**config.mk**
```make
export PLATFORM = sky130hd
export DESIGN_NAME = prng_arbiter_flat
export DESIGN_NICKNAME = d
export VERILOG_FILES = /design/src/rtl/prng_arbiter_pkg.sv /design/src/rtl/prng_arbiter_if.sv /design/src/rtl/prng_arbiter_rr_picker.sv /design/src/rtl/prng_arbiter.sv /design/src/flat_wrapper.sv
export SDC_FILE = /design/constraint.sdc
export NUM_CORES = 1
export LEC_CHECK = 0
export ABC_AREA = 0
export CAP_MARGIN = 30
export CORE_ASPECT_RATIO = 0.9
export CORE_MARGIN = 1
export CORE_UTILIZATION = 41
export DETAILED_ROUTE_END_ITERATION = 10
export PLACE_DENSITY_LB_ADDON = 0.08
export SLEW_MARGIN = 20
export SYNTH_ARGS = -nofsm -noshare
export SYNTH_HDL_FRONTEND = slang
export SYNTH_SLANG_ARGS = --single-unit
```
**constraint.sdc**
```tcl
create_clock -name clk -period 3.8 [get_ports clk]
set_input_delay 0.95 -clock clk [delete_from_list [all_inputs] [get_ports clk]]
set_output_delay 0.95 -clock clk [all_outputs]
set_load 0.05 [all_outputs]
```
**src/rtl/prng_arbiter_pkg.sv**
```systemverilog
// Shared types and helpers for the PRNG round-robin arbiter.
package prng_arb_pkg;

  typedef enum logic {
    IDLE  = 1'b0,
    SERVE = 1'b1
  } state_t;

  // Width needed to hold a burst length of 0..max_burst.
  function automatic int len_w(input int max_burst);
    return $clog2(max_burst + 1);
  endfunction

  // A zero length still delivers one word; oversized requests are capped.
  function automatic int clamp_len(input int len, input int max_burst);
    int res;
    res = len;
    if (len < 1) begin
      res = 1;
    end else if (len > max_burst) begin
      res = max_burst;
    end
    return res;
  endfunction

endpackage

```
**src/rtl/prng_arbiter_if.sv**
```systemverilog
// Requester-side bus: requests, burst lengths, grant and word handshake.
import prng_arb_pkg::*;

interface prng_arbiter_if #(
  parameter int NUM_REQ   = 4,
  parameter int WIDTH     = 16,
  parameter int MAX_BURST = 8,
  parameter int LEN_W     = len_w(MAX_BURST)
);
  logic [NUM_REQ-1:0]       req;
  logic [NUM_REQ*LEN_W-1:0] req_len;
  logic [NUM_REQ-1:0]       gnt;
  logic                     rnd_valid;
  logic [WIDTH-1:0]         rnd_data;
  logic                     rnd_last;
  logic [NUM_REQ-1:0]       rnd_ready;

  // Arbiter side
  modport master (
    input  req, req_len, rnd_ready,
    output gnt, rnd_valid, rnd_data, rnd_last
  );

  // Requester side
  modport slave (
    output req, req_len, rnd_ready,
    input  gnt, rnd_valid, rnd_data, rnd_last
  );
endinterface

```
**src/rtl/prng_arbiter_rr_picker.sv**
```systemverilog
// Combinational round-robin picker: first set request at or after ptr, wrapping.
module rr_picker #(
  parameter int NUM_REQ = 4,
  parameter int PTR_W   = $clog2(NUM_REQ)
) (
  input  logic [NUM_REQ-1:0] i_req,
  input  logic [PTR_W-1:0]   i_ptr,
  output logic [NUM_REQ-1:0] o_pick,
  output logic               o_any
);
  logic             w_found;
  logic [PTR_W-1:0] w_idx;

  // Scan from the pointer position and keep only the first hit.
  always_comb begin
    o_pick  = '0;
    w_found = 1'b0;
    w_idx   = '0;
    for (int i = 0; i < NUM_REQ; i++) begin
      w_idx = PTR_W'((int'(i_ptr) + i) % NUM_REQ);
      if (!w_found && i_req[w_idx]) begin
        o_pick[w_idx] = 1'b1;
        w_found       = 1'b1;
      end
    end
  end

  assign o_any = |i_req;
endmodule

```
**src/rtl/prng_arbiter.sv**
```systemverilog
// Round-robin burst scheduler sharing one external PRNG between requesters.
// prng_en is asserted only in a transfer cycle so each word is consumed once.
module prng_arbiter
  import prng_arb_pkg::*;
#(
  parameter int NUM_REQ   = 4,
  parameter int WIDTH     = 16,
  parameter int MAX_BURST = 8,
  parameter int LEN_W     = len_w(MAX_BURST)
) (
  input  logic              clk,
  input  logic              rst,
  prng_arbiter_if.master    bus,
  output logic              prng_en,
  input  logic [WIDTH-1:0]  prng_num,
  output logic              busy
);
  localparam int PTR_W = $clog2(NUM_REQ);

  state_t             r_state, w_state_nxt;
  logic [NUM_REQ-1:0] r_gnt, w_gnt_nxt;
  logic [PTR_W-1:0]   r_own, w_own_nxt;
  logic [PTR_W-1:0]   r_ptr, w_ptr_nxt;
  logic [LEN_W-1:0]   r_cnt, w_cnt_nxt;
  logic [NUM_REQ-1:0] w_pick;
  logic               w_any;
  logic [PTR_W-1:0]   w_pick_idx;
  logic [LEN_W-1:0]   w_len_sel;
  logic               w_xfer;

  rr_picker #(
    .NUM_REQ (NUM_REQ),
    .PTR_W   (PTR_W)
  ) u_picker (
    .i_req  (bus.req),
    .i_ptr  (r_ptr),
    .o_pick (w_pick),
    .o_any  (w_any)
  );

  // One-hot pick to owner index, and that owner's raw burst length.
  always_comb begin
    w_pick_idx = '0;
    for (int i = 0; i < NUM_REQ; i++) begin
      if (w_pick[i]) w_pick_idx = PTR_W'(i);
    end
    w_len_sel = bus.req_len[int'(w_pick_idx)*LEN_W +: LEN_W];
  end

  // State, owner, pointer and remaining-word counter.
  always_ff @(posedge clk) begin
    if (rst) begin
      r_state <= IDLE;
      r_gnt   <= '0;
      r_own   <= '0;
      r_ptr   <= '0;
      r_cnt   <= '0;
    end else begin
      r_state <= w_state_nxt;
      r_gnt   <= w_gnt_nxt;
      r_own   <= w_own_nxt;
      r_ptr   <= w_ptr_nxt;
      r_cnt   <= w_cnt_nxt;
    end
  end

  // Next-state and outputs; a transfer needs the owner's ready and no reset.
  always_comb begin
    w_state_nxt   = r_state;
    w_gnt_nxt     = r_gnt;
    w_own_nxt     = r_own;
    w_ptr_nxt     = r_ptr;
    w_cnt_nxt     = r_cnt;
    w_xfer        = (r_state == SERVE) && bus.rnd_ready[r_own] && !rst;
    prng_en       = w_xfer;
    busy          = (r_state == SERVE);
    bus.rnd_valid = (r_state == SERVE);
    bus.rnd_last  = (r_state == SERVE) && (r_cnt == LEN_W'(1));
    bus.gnt       = r_gnt;
    bus.rnd_data  = prng_num;

    unique case (r_state)
      IDLE: begin
        if (w_any) begin
          w_state_nxt = SERVE;
          w_gnt_nxt   = w_pick;
          w_own_nxt   = w_pick_idx;
          w_ptr_nxt   = (int'(w_pick_idx) == NUM_REQ - 1) ? '0 : w_pick_idx + 1'b1;
          w_cnt_nxt   = LEN_W'(clamp_len(int'(w_len_sel), MAX_BURST));
        end
      end
      SERVE: begin
        if (w_xfer) begin
          w_cnt_nxt = r_cnt - 1'b1;
          if (r_cnt == LEN_W'(1)) begin
            w_state_nxt = IDLE;
            w_gnt_nxt   = '0;
          end
        end else if (!bus.req[r_own]) begin
          w_state_nxt = IDLE;
          w_gnt_nxt   = '0;
        end
      end
      default: begin
        w_state_nxt = IDLE;
        w_gnt_nxt   = '0;
      end
    endcase
  end
endmodule

```
**src/flat_wrapper.sv**
```systemverilog
// flat-port wrapper written by rule: the top's interface ports become plain ports
module prng_arbiter_flat import prng_arb_pkg::*;
#(
  parameter int NUM_REQ   = 4,
  parameter int WIDTH     = 16,
  parameter int MAX_BURST = 8,
  parameter int LEN_W     = len_w(MAX_BURST)
)
  (clk, rst, prng_en, prng_num, busy, bus_req, bus_req_len, bus_rnd_ready, bus_gnt, bus_rnd_valid, bus_rnd_data, bus_rnd_last);
  prng_arbiter_if #(.NUM_REQ(NUM_REQ), .WIDTH(WIDTH), .MAX_BURST(MAX_BURST), .LEN_W(LEN_W)) bus_i ();
  input  logic clk;
  input  logic rst;
  output logic prng_en;
  input  logic [WIDTH-1:0] prng_num;
  output logic busy;
  input wire logic [$bits(bus_i.req)-1:0] bus_req;
  input wire logic [$bits(bus_i.req_len)-1:0] bus_req_len;
  input wire logic [$bits(bus_i.rnd_ready)-1:0] bus_rnd_ready;
  output wire logic [$bits(bus_i.gnt)-1:0] bus_gnt;
  output wire logic [$bits(bus_i.rnd_valid)-1:0] bus_rnd_valid;
  output wire logic [$bits(bus_i.rnd_data)-1:0] bus_rnd_data;
  output wire logic [$bits(bus_i.rnd_last)-1:0] bus_rnd_last;
  assign bus_i.req = bus_req;
  assign bus_i.req_len = bus_req_len;
  assign bus_i.rnd_ready = bus_rnd_ready;
  assign bus_gnt = bus_i.gnt;
  assign bus_rnd_valid = bus_i.rnd_valid;
  assign bus_rnd_data = bus_i.rnd_data;
  assign bus_rnd_last = bus_i.rnd_last;
  prng_arbiter #(.NUM_REQ(NUM_REQ), .WIDTH(WIDTH), .MAX_BURST(MAX_BURST), .LEN_W(LEN_W)) u_core (.clk(clk), .rst(rst), .bus(bus_i), .prng_en(prng_en), .prng_num(prng_num), .busy(busy));
endmodule
```
-- Word-level counts from Yosys, hierarchy flattened
Cells that the tools add are included.
- bits of input ports: 42
- memory bits (writable): 0
- word-level logic and storage cells: 96
- latch bits: 0
- register bits: 13
- memory bits (read-only): 0
- memories: 0
- output and inout bits: 24
- shift-type cells: 1
- $lt $le $gt $ge: 11
- multipliers: 0
- bitwise gates (word level): 4
- divide/modulo/power cells: 0
- muxes and demuxes: 46
- equal/unequal tests: 6
- reductions and logical operators: 18
- add/subtract/negate cells: 5
- operators by type and width (operator ; count):
    4-bit 2-to-1 mux ; 12
    1-bit 2-to-1 mux ; 18
    4-bit case mux with 2 select lines ; 2
    16-bit by 5-bit indexed part select with 4-bit output ; 1
    2-bit by 3-bit < comparator with 1-bit output (second input constant) ; 5
    1-bit binary-select mux with 2-bit select ; 6
    4-bit OR ; 3
    1-bit logical AND ; 10
    1-bit demux with 2-bit select ; 4
    2-bit by 1-bit >= comparator with 1-bit output (second input constant) ; 4
    2-bit 2-to-1 mux ; 3
    3-bit inequality test (second input constant) ; 2
    2-bit by 1-bit adder with 2-bit output (second input constant) ; 2
    2-bit adder (second input constant) ; 2
    4-bit by 1-bit == test with 1-bit output (second input constant) ; 1
    4-bit > comparator (second input constant) ; 1
    1-bit logical NOT ; 4
    4-bit by 1-bit < comparator with 1-bit output (second input constant) ; 1
    2-bit inequality test (second input constant) ; 2
    2-bit AND reduction ; 2
    4-bit OR reduction ; 1
    4-bit by 1-bit subtractor with 4-bit output (second input constant) ; 1
    3-bit AND reduction ; 1
    2-bit by 1-bit == test with 1-bit output (second input constant) ; 1
    other kinds (2) ; 2

-- Logic depth before layout (Yosys ltp)
Gate-level depths: netlist of run 1.
- depth after elaboration: 21
- gate-level depth with buffers: 11
- depth with buffers taken out: 9

-- Hierarchy
From an unflattened synthesis of run 1, not the netlist that was laid out.
- cell total of the unflattened synthesis: 153
- area total of the unflattened synthesis: 1322.5 um^2
- by module, submodules not included (module ; area an instance (um^2) ; cells each ; instances ; seq. area each (um^2)):
    prng_arbiter ; 977.2 ; 116 ; 1 ; 260.2
    rr_picker ; 345.3 ; 37 ; 1 ; 0.0

-- Worst setup path after synthesis of run 1
OpenSTA, ideal clock, no wires.
- path kind: input to register
- from: in bus_req[1]
- to: reg u_core.r_cnt[2]
- slack: 0.697 ns
- stages: 9
- arrival time: 3.036 ns
- required time: 3.733 ns
- buffers on the path: 2
- setup time: 0.067 ns
- cell sequence: buf_6 > nand2b_1 > mux4_2 > o311a_4 > and2_4 > buf_6 > a311o_1 > a2111o_1 > a21oi_2
- cells in the longest elaborated chain, start to end: 21
- elaborated cells between the ends (all ways): 37
- those cells by class: 2 x order compare; 1 x eq/ne; 1 x shift; 22 x mux; 3 x bitwise; 8 x reduce/logical
- ends and longest elaborated chain (what ; RTL line ; RTL):
    from (decl) ; flat_wrapper.sv:16 ; input wire logic [$bits(bus_i.req)-1:0] bus_req;
    1-bit binary-select mux with 2-bit select ; prng_arbiter_rr_picker.sv:21 ; if (!w_found && i_req[w_idx]) begin
    1-bit 2-to-1 mux (not written as such) ; prng_arbiter_rr_picker.sv:21 ;
    1-bit 2-to-1 mux ; prng_arbiter_rr_picker.sv:21 ;
    1-bit logical NOT ; prng_arbiter_rr_picker.sv:21 ;
    1-bit logical AND ; prng_arbiter_rr_picker.sv:21 ;
    1-bit 2-to-1 mux ; prng_arbiter_rr_picker.sv:21 ;
    1-bit logical NOT ; prng_arbiter_rr_picker.sv:21 ;
    1-bit logical AND ; prng_arbiter_rr_picker.sv:21 ;
    (+4 left out) ; n/a ;
    1-bit 2-to-1 mux ; prng_arbiter.sv:45 ; if (w_pick[i]) w_pick_idx = PTR_W'(i);
    2-bit 2-to-1 mux (2 in a row) ; prng_arbiter.sv:45 ;
    16-bit by 5-bit indexed part select with 4-bit output ; prng_arbiter.sv:47 ; w_len_sel = bus.req_len[int'(w_pick_idx)*LEN_W +: LEN_W];
    4-bit > comparator ; prng_arbiter_pkg.sv:20 ; end else if (len > max_burst) begin
    4-bit 2-to-1 mux ; prng_arbiter_pkg.sv:20 ;
    4-bit 2-to-1 mux ; prng_arbiter_pkg.sv:18 ; if (len < 1) begin
    4-bit 2-to-1 mux ; prng_arbiter.sv:84 ; if (w_any) begin
    4-bit case mux with 2 select lines ; prng_arbiter.sv:82 ; unique case (r_state)
    to (signal assigned) ; prng_arbiter.sv:63 ; r_cnt <= w_cnt_nxt;
    to (decl) ; prng_arbiter.sv:24 ; logic [LEN_W-1:0] r_cnt, w_cnt_nxt;
Parallel ways exist; a longest one is shown, timed or not. The select of a mux whose other input is x is not followed.
A chain may end at the register's enable or synchronous reset.

-- Final worst setup path of run 1
- from: in bus_req[2]
- to: reg u_core.r_cnt[2]
Same word-level chain as after synthesis.

==> results of run 1 <==
[state kept, by name, indices dropped and copies added (netlist names)]
name and cells:
u_core.bus.gnt 4, u_core.r_ptr 2, u_core.r_own 2, u_core.r_cnt 4, u_core.bus.rnd_valid 1
[worst max-delay path by stage]
| stage | start | end | slack, ns | cells past startpoint |
|---|---|---|---|---|
| finish | bus_req[2] | u_core.r_cnt[2]$_SDFFE_PP0P_ | 0.29 | 8 |
| global route | bus_req[2] | u_core.r_cnt[2]$_SDFFE_PP0P_ | 0.09 | 8 |
| CTS | bus_req[2] | u_core.r_cnt[2]$_SDFFE_PP0P_ | 0.34 | 8 |
| detailed placement | bus_req[2] | u_core.r_cnt[1]$_SDFFE_PP0P_ | 0.08 | 9 |
| global placement | bus_req[2] | u_core.r_cnt[1]$_SDFFE_PP0P_ | 0.14 | 9 |
| floorplan | bus_req[1] | u_core.r_cnt[2]$_SDFFE_PP0P_ | 0.70 | 9 |
[synthesized netlist by cell type (all sizes together) (5+ instances only)]
cell type,count,area [µm²]
dfxtp,13,260
a21oi,17,88.8
nand2b,6,37.5
inv,9,33.8
ha,9,113
nor2,9,33.8
o21ai,11,55.1
nand2,13,48.8
buf,21,160
nor3,5,25.0
nand3,7,35.0
[critical path, delay by kind of cell]
kind	cells	cell delay (ns)
AO/OA/AOI/OAI	5	1.72
AND/OR/NAND/NOR	2	0.42
buffers and inverters	1	0.61
[layer usage]
metal  share of wire (%)  wire length (µm)  vias up  GRT usage (%)
met5                   0                 0        -              0
met4                 1.5                54        0           4.22
met3                 6.6               234       16           4.80
met2                  43              1510       51           32.9
met1                  49              1740      609           28.2
li1                    -                 -      661              -
[report_power, final]
part           switching (mW)  internal [mW]  total, mW
Combinational           0.506          0.399      0.905
Sequential             0.0539          0.189      0.243
Clock                  0.0516         0.0742      0.126
[cell families (layout without fill, tap and decap cells)]
| kind of cell | count (synthesis) | count (layout) | synth area share (%) |
|---|---|---|---|
| buffers and inverters | 33 | 50 | 14.8 |
| adders and majority gates | 9 | 9 | 8.13 |
| and+or+nand+nor | 59 | 59 | 23.1 |
| muxes | 7 | 7 | 8.67 |
| AOI/OAI and AO/OA | 53 | 53 | 26.5 |
| DFF | 13 | 13 | 18.8 |
[metrics by stage]
| stage | hold slack [ns] | area, µm² | util [%] | std cells |
|---|---|---|---|---|
| detailed placement | 0.465 | 1640 | 52.2 | 229 |
| floorplan | 0.498 | 1390 | - | 174 |
| finish | 0.471 | 1680 | 53.6 | 233 |
| global placement | 0.462 | 1640 | 52.2 | 229 |
| global route | 0.486 | 1680 | 53.6 | 233 |
| CTS | 0.473 | 1680 | 53.6 | 233 |
[final cells by class]
class	count	share of cell area [%]
multi-input cells	128	54.7
repair buffers	37	22.0
flip-flops and latches	13	15.5
well taps	42	3.13
clock buffers	4	2.68
inverters	9	2.01
==> impl_metrics.csv, run 1 <==
group,metric,value,unit
setup_path,ff2ff_path_depth,9,
sta,fin_skew,0.00306,ns
cts,ctsHoldBuffers,0,
synth,syn_inst,174,
setup_path,r2r-end,"u_core.r_cnt[2]$_SDFFE_PP0P_",
synth,yosysWarningCount,0,
sta,tns,0,ns
cts,cts_tree,"done",
final_layout,layout_commonest_cell,"clkdlybuf4s50_1",
setup_path,path_class,"primary input to flop",
pwr,power_density,758,nW/µm²
synth,ys_ff_latch,13,
place,place_hpwl,2.74,mm
global_route,antenna_found_initial,0,
routing,antenna_left,0,
setup_path,slowest_stage,"clkdlybuf4s50_1",
setup_path,crit_required,3.98,ns
cts,path_clk_slew,0.06,ns
global_route,grtUsageTotal,20.5,%
sta,fmax,285,MHz
sta,min_period_over_period,92.5,%
place,routabilityCongestion,0.809,
die,start_util,44.1,%
final_layout,seqCellArea,260,µm²
cts,post-cts-setup-buffer-count,0,
final_layout,drive_above_1_share,7.85,%
routing,drc_errors,0,
cts,cts_made_buffers,3,
min_path,hold_end,"u_core.bus.gnt[1]$_SDFFE_PP0P_",
sta,rsz0062_at_grt,"false",
final_layout,multiInputGateArea,920,µm²
die,dieHeight,57.1,µm
run_status,status,"finished, final reports clean",
die,die_w,63.3,µm
sta,hold_violations,0,
routing,vias_per_cell,5.74,
place,io_buffer_count,33,
die,rows,19,
global_route,first_global_vias,1263,
synth,syn_avg_cell_area,7.96,µm²
sta,finalMaxSlewViolations,0,
sta,worstMarginPinSlew,0.655,ns
sta,min_period,3.51,ns
setup_path,crit_fanout,10,
synth,yosysSeqAreaShare,18.8,%
setup_path,critPathMaxStageDelay,0.61,ns
sta,fin_ws,0.286,ns
global_route,grt_pass1_wl,5.94,mm
cts,postCtsResizedCells,0,
cts,clock_path_buffers,2,
die,core-area,3140,µm²
min_path,hp-start,"u_core.bus.gnt[1]$_SDFFE_PP0P_",
cts,htreeDepth,1,
final_layout,num_antenna_cells,0,
final_layout,nFillCells,331,
min_path,holdPathStages,2,
die,ioPinCount,66,
die,dieArea,3610,µm²
synth,syn-num-nets,225,
pwr,peakVddDrop,0.421,mV
global_route,grt_start_max_net_pins,16,
cts,clock_sinks,13,
synth,synth-edff-count,0,
final_layout,layout.nets,243,
final_layout,syn_to_final_growth,21.4,%
synth,ys_types,47,
routing,wl_per_cell,15.2,µm
cts,insertion_delay,0.25,ns
pwr,power,1.27,mW
place,pre_cts_ws,0.0793,ns
synth,synth_flop_cell,"dfxtp_1",
synth,synth.cell_area,1390,µm²
routing,dr.pass1.iters,4,
routing,vias,1337,
routing,wl,3.55,mm
sta,slew_headroom,55.9,%
pwr,p_leak,0.628,nW
global_route,grt-ovfl-total,0,
setup_path,reg2reg_slack,0.58,ns
min_path,hp-class,"flop to flop",
setup_path,endpoint_kind,"flop",
routing,drt_iter0_drc,80,
setup_path,rr_startpoint,"u_core.r_ptr[1]$_SDFFE_PP0P_",
flow_run,cap_viol_max_count,0,
sta,setup_violations,0,
setup_path,cp_cell_sequence,"clkdlybuf4s50_1 > and3b_1 > o21a_1 > o21ai_0 > nand3_1 > a311o_1 > a2111o_1 > a21oi_2",
synth,async_flop_share,0,%
final_layout,layout_common_cells,"clkdlybuf4s50_1, a21oi_1, nand2_1, dfxtp_1, o21ai_0",
setup_path,arrival,3.70,ns
setup_path,cp-start-kind,"primary input",
cts,cts-root-buf,"clkbuf_8",
No activity file was read; power rests on OpenSTA's default activity.
==> run 2, diff against run 1 <==
- GPL_ROUTABILITY_DRIVEN: default -> 0
==> results of run 2 <==
No change in the layout: final DEF, timing and power equal those of run 1.
